File: src/rtl/serial_add_sub_ctrl.sv
// Bit-serial add/subtract sequencer: one full-adder cell is reused LSB-first over WIDTH cycles.
// Optional macro SERIAL_ADD_SUB_SAT_EN saturates the result on signed overflow instead of wrapping.
module serial_add_sub_ctrl #(
  parameter int unsigned WIDTH = 8
) (
  input  logic             clk,
  input  logic             rst_n,
  input  logic             start,
  input  logic             sub,
  input  logic [WIDTH-1:0] a,
  input  logic [WIDTH-1:0] b,
  output logic             busy,
  output logic             done,
  output logic [WIDTH-1:0] result,
  output logic             cout,
  output logic             overflow
);

  localparam int unsigned CW = (WIDTH > 1) ? $clog2(WIDTH) : 1;
  localparam int unsigned RW = WIDTH - 1;

  typedef enum logic [1:0] {
    S_IDLE = 2'd0,
    S_RUN  = 2'd1,
    S_DONE = 2'd2
  } state_e;

  state_e           state_q;
  logic [WIDTH-1:0] a_sh_q;
  logic [WIDTH-1:0] b_sh_q;
  logic [RW-1:0]    res_sh_q;
  logic [CW-1:0]    cnt_q;
  logic             sub_q;
  logic             carry_q;
  logic             c_msb_in_q;
  logic             busy_q;
  logic             done_q;
  logic [WIDTH-1:0] result_q;
  logic             cout_q;
  logic             ovf_q;

  logic             b_eff_c;
  logic             sum_c;
  logic             cell_cout_c;
  logic             last_c;
  logic             ovf_c;
  logic [WIDTH-1:0] full_c;
  logic [WIDTH-1:0] final_c;

  // The single add/sub cell plus the end-of-operation result/flag formation.
  always_comb begin
    b_eff_c     = b_sh_q[0] ^ sub_q;
    sum_c       = a_sh_q[0] ^ b_eff_c ^ carry_q;
    cell_cout_c = (a_sh_q[0] & b_eff_c) | (carry_q & (a_sh_q[0] ^ b_eff_c));
    last_c      = (cnt_q == CW'(WIDTH - 1));
    ovf_c       = c_msb_in_q ^ cell_cout_c;
    full_c      = {sum_c, res_sh_q};
    final_c     = full_c;
`ifdef SERIAL_ADD_SUB_SAT_EN
    // A set wrapped sign bit on overflow means the true result was positive.
    if (ovf_c) begin
      final_c = sum_c ? {1'b0, {RW{1'b1}}} : {1'b1, {RW{1'b0}}};
    end
`endif
  end

  always_ff @(posedge clk) begin
    if (!rst_n) begin
      state_q    <= S_IDLE;
      a_sh_q     <= '0;
      b_sh_q     <= '0;
      res_sh_q   <= '0;
      cnt_q      <= '0;
      sub_q      <= 1'b0;
      carry_q    <= 1'b0;
      c_msb_in_q <= 1'b0;
      busy_q     <= 1'b0;
      done_q     <= 1'b0;
      result_q   <= '0;
      cout_q     <= 1'b0;
      ovf_q      <= 1'b0;
    end else begin
      case (state_q)
        S_IDLE, S_DONE: begin
          done_q <= 1'b0;
          if (start) begin
            a_sh_q  <= a;
            b_sh_q  <= b;
            sub_q   <= sub;
            carry_q <= sub;
            cnt_q   <= '0;
            busy_q  <= 1'b1;
            state_q <= S_RUN;
          end else begin
            state_q <= S_IDLE;
          end
        end
        S_RUN: begin
          a_sh_q  <= a_sh_q >> 1;
          b_sh_q  <= b_sh_q >> 1;
          carry_q <= cell_cout_c;
          cnt_q   <= cnt_q + CW'(1);
          if (cnt_q == CW'(WIDTH - 2)) begin
            c_msb_in_q <= cell_cout_c;
          end
          if (last_c) begin
            result_q <= final_c;
            cout_q   <= cell_cout_c;
            ovf_q    <= ovf_c;
            busy_q   <= 1'b0;
            done_q   <= 1'b1;
            state_q  <= S_DONE;
          end else begin
            res_sh_q <= RW'({sum_c, res_sh_q} >> 1);
          end
        end
        default: begin
          state_q <= S_IDLE;
          busy_q  <= 1'b0;
          done_q  <= 1'b0;
        end
      endcase
    end
  end

  assign busy     = busy_q;
  assign done     = done_q;
  assign result   = result_q;
  assign cout     = cout_q;
  assign overflow = ovf_q;

endmodule

File: config.mk
export PLATFORM = sky130hd
export DESIGN_NAME = serial_add_sub_ctrl
export DESIGN_NICKNAME = d
export VERILOG_FILES = /design/src/rtl/serial_add_sub_ctrl.sv
export SDC_FILE = /design/constraint.sdc
export NUM_CORES = 1
export LEC_CHECK = 0
export CAP_MARGIN = 20
export CELL_PAD_IN_SITES_DETAIL_PLACEMENT = 1
export CELL_PAD_IN_SITES_GLOBAL_PLACEMENT = 2
export CORE_MARGIN = 1.5
export CORE_UTILIZATION = 27
export CTS_CLUSTER_SIZE = 8
export DETAILED_ROUTE_END_ITERATION = 10
export PLACE_DENSITY = 0.79
export REMOVE_ABC_BUFFERS = 1
export SYNTH_ARGS = -nofsm -noshare
export SYNTH_HDL_FRONTEND = slang
export SYNTH_SLANG_ARGS = --single-unit
File: constraint.sdc
create_clock -name clk -period 1.4 [get_ports clk]
set_input_delay 0.21 -clock clk [delete_from_list [all_inputs] [get_ports clk]]
set_output_delay 0.21 -clock clk [all_outputs]
set_load 0.01 [all_outputs]
**After elaboration in Yosys (flattened, before gate mapping)**

Index checks and enable logic that the tools add are counted.

- Input port bits: 20
- Output and inout bits: 12
- Bits in registers: 43

- Reduce and logical (&&, ||, !) cells: 10
- Bitwise logic cells: 8
- Mux-type cells: 14
- Equal/unequal tests: 6
- $add $sub $neg: 1

Operators by type and width:

| operator | number |
|---|---|
| $pmux W8 S2 | 2 |
| $mux W8 | 2 |
| $reduce_and A2 Y1 | 7 |
| $eq A3 B3 Y1 const B | 2 |
| $pmux W3 S2 | 1 |
| $mux W1 | 4 |
| $ne A2 B2 Y1 const B | 2 |
| $pmux W1 S2 | 2 |
| $pmux W2 S2 | 1 |
| $xor A1 B1 Y1 | 4 |
| $add A3 B1 Y3 const B | 1 |
| $mux W3 | 1 |
| $and A1 B1 Y1 | 2 |
| $eq A2 B1 Y1 const B | 1 |
| $eq A2 B2 Y1 const B | 1 |
| $logic_not A2 Y1 | 1 |
| $mux W2 | 1 |
| $reduce_bool A2 Y1 | 1 |
| $reduce_or A2 Y1 | 1 |
| $not A1 Y1 | 1 |
| $or A1 B1 Y1 | 1 |

**Depth between registers and ports, before layout**

- Depth in word-level cells: 5
- Mapped depth: 6
- Depth with buffers taken out: 5

**Worst setup path after synthesis**

OpenSTA, ideal clock, no wires.

- Kind: register to register
- Start point: reg cnt_q[0]
- End point: reg res_sh_q[6]
- Library setup time: 0.086 ns
- Path slack: 0.046 ns
- Data required time: 1.314 ns
- Clock period less this slack: 1.354 ns
- Stages on the path, launching flop included: 6
- Data arrival time: 1.269 ns
- Path through: dfxtp_1 > ha_1 > ha_1 > nor3b_4 > nor2_1 > a211oi_1

- Cells in the longest elaborated chain, start to end: 3

Ends and longest elaborated chain:

| element | line | RTL |
|---|---|---|
| start, declared | 32 | `logic [CW-1:0] cnt_q;` |
| start signal, assigned | 102 | `cnt_q <= cnt_q + CW'(1);` |
| $eq A3 B3 Y1 | 55 | `last_c = (cnt_q == CW'(WIDTH - 1));` |
| $not A1 Y1 (no line) | - |  |
| $reduce_and A2 Y1 (no line) | - |  |
| end signal, assigned | 114 | `res_sh_q <= RW'({sum_c, res_sh_q} >> 1);` |
| end, declared | 31 | `logic [RW-1:0] res_sh_q;` |

No other way between the ends.
A chain may end at the register's enable or synchronous reset.

**Final worst setup path**

- Start point: reg cnt_q[1]
- End point: reg res_sh_q[1]

Same word-level chain as after synthesis.

==> out/results.tsv <==
metric	value	unit
R2R depth	7	
final worst-path cycle share	1.02	
final hold slack	0.453	ns
full die area	0.00683	sq mm
EDFF count, synth	0	
routed length on met1	2050	um
Synth Flop Type	dfxtp_1	
failing checks	setup timing	
synth-to-layout area growth	42.1	%
initial antenna violation count	0	
Critical Path AT	1.66	ns
largest cells by area after synthesis	dfxtp_1 (50%), nand2_1 (12%), a21oi_1 (6.4%)	
Yosys reg bits	43	
worst hold path class	reg -> reg	
max frequency	0.698	GHz
CTS root buf	clkbuf_8	
Initial Util	0.284	
Cell variety after synth	29	
Worst-Margin Slew	0.415	ns
core box area	0.00603	sq mm
yosys warns	0	
DRT Pass-1 Iters	4	
GRT overflow	0	
worst-path fanout max	5	
Critical Path RT	1.62	ns
WL/cell	14.0	um
Setup WS post-layout	-0.0333	ns
iteration-0 DRC count of the detailed router	85	
Yosys top cell area share	0.503	
Reg2Reg Capture Point	res_sh_q[1]	
launch point of the worst reg-to-reg path	cnt_q[1]	
Reg clk slew, reported paths	0.08	ns
hold path depth	2	
Cell Pwr Density	1050	mW/mm^2
Worst Hold End	result[6]	
crit end category	flop	
Clock Skews	0.00868	ns
placed cells	318	
worst vdd ir	377	uV
vias in the first global route	1603	
clk buf depth	2	
Max-cap violations	0	
WL met2	2320	um
GRT Total Usage	0.147	
area leader, netlist	dfxtp_1	
synthesized area per cell	8.24	sq um
multi-input combinational cell area	862	sq um
pre-CTS WS	-0.103	ns
Async S/R FF share, synth	0	
H-tree levels	2	
post-route ant nets	0	
Die Span Y	82.7	um
top sig layer	met4	
critical path type	reg -> reg	
Mapped Cells	208	
Setup crit start kind	flop	
residual DRC count	0	
pin count of the biggest net entering global routing	43	
max-slew headroom at the worst pin	0.723	
Leak	1.06	nW
hold-fix buffers at CTS	0	
Seq/Total Area, Yosys	0.503	
clk_lat worst skew	0.29	ns
FP Rows	28	
clock sinks	43	
number of fill cells	716	
layout net count	275	
Cell Area, Synth	0.00171	sq mm
first-pass GRT wire length	7470	um
die width	82.7	um
PortBufs	31	
Ports	32	
Num CTS Buffers	5	
register area	863	sq um
CTS tree	yes	
hold_sp	result[6]	
Post-DP HPWL	2960	um
Finished Layout Cells	327	
endpoints failing hold	0	
share of cells above drive strength 1	0.175	
Vias	1571	
post-layout min period	1.43	ns
GP Congestion	0.701	
final setup fails	2	
most frequent cells after synthesis	nand2_1 (56), dfxtp_1 (43), a21oi_1 (22)	
DR vias/cell	4.80	
# diodes	0	
count leader, synth	nand2_1	
RSZ-0062 raised after global routing	yes	
met3 WL	147	um
final core utilization	0.404	
Reg2Reg Setup Slack	-0.03	ns
routed wire length	4570	um
max-slew violation count	0	
status	finished, violations left	
-- cell families after synthesis --
group | share of synthesized area
buffers and inverters | 0.0416
xor gates and xnor gates | 0.0102
adders and majority gates | 0.0336
AOI/OAI and AO/OA | 0.206
DFF | 0.503
and+or+nand+nor | 0.206
-- layout by cell type (no fill, tap or decap), drive strengths merged --
cell type / n
nand2: 56
dfxtp: 43
fa: 1
nand2b: 2
inv: 3
clkinv: 1
o21ai: 21
nand3b: 1
xnor2: 2
nor3: 1
nor2b: 1
and2b: 1
a2bb2oi: 1
dlygate4sd2: 2
nand3: 6
ha: 3
dlymetal6s2s: 10
a31oi: 14
o211a: 1
nor2: 6
and2: 1
a311oi: 1
clkdlybuf4s50: 19
or2b: 2
a211oi: 3
clkbuf: 7
and3: 1
and3b: 1
a21oi: 22
buf: 17
nor3b: 1
clkinvlp: 1
-- power breakdown --
part	switching [W]	internal, W	total, W
registers	0.0000334	0.00128	0.00132
logic	0.000182	0.000174	0.000355
clock network	0.000426	0.000449	0.000875
-- area by class of cell --
cell class	count	share of cell area
Clock inverter	1	0.00308
Timing Repair Buffer	48	0.204
Multi-Input combinational cell	149	0.354
Sequential cell	43	0.355
Clock buffer	7	0.0396
Tap cell	75	0.0385
Inverter	4	0.00617
-- through the flow --
step	total power, W	setup TNS [ns]	area, sq um
floorplan	0.00150	-0.620	1660
global placement	0.00167	-0.0619	2210
detailed placement	0.00168	-1.44	2210
CTS	0.00256	-0.0107	2370
global route	0.00269	-0.482	2430
finish	0.00255	-0.0382	2430
-- worst max-delay path, cell delays in order (launching register included) --
cell,delay (ns)
dfxtp_2,0.34
ha_4,0.16
ha_4,0.15
buf_6,0.12
nor3b_4,0.24
buf_6,0.17
nand2_2,0.05
a21oi_1,0.14
-- state kept, by name, summed over array words and instances, names as in the netlist, 2 cells and up --
signal / count
result: 8
cnt_q: 3
b_sh_q: 8
state_q: 2
res_sh_q: 7
a_sh_q: 8
-- how the worst max path moves through the flow --
stage                  start           to  slack, ns  cells past startpoint
floorplan           cnt_q[0]         cout      -0.11                      5
global placement    cnt_q[0]  res_sh_q[4]      -0.02                      7
detailed placement  cnt_q[0]  res_sh_q[2]      -0.10                      7
CTS                 cnt_q[1]  res_sh_q[2]      -0.01                      7
global route        cnt_q[1]  res_sh_q[1]      -0.08                      7
finish              cnt_q[1]  res_sh_q[1]      -0.03                      7
-- metal layers --
layer,vias to the layer above,track usage
met1,746,0.174
met2,23,0.254
li1,800,-
met4,0,0.0550
met5,-,0
met3,2,0.0396
-- repair_timing --
item | 4_1_cts | 5_1_grt
setup endpoints to repair | 20 | 39
buffers inserted | 0 | 0
cloned | 0 | 1
gates resized for setup | 15 | 20
pin swaps | 3 | 3
Power figures use the tool's default switching activity.
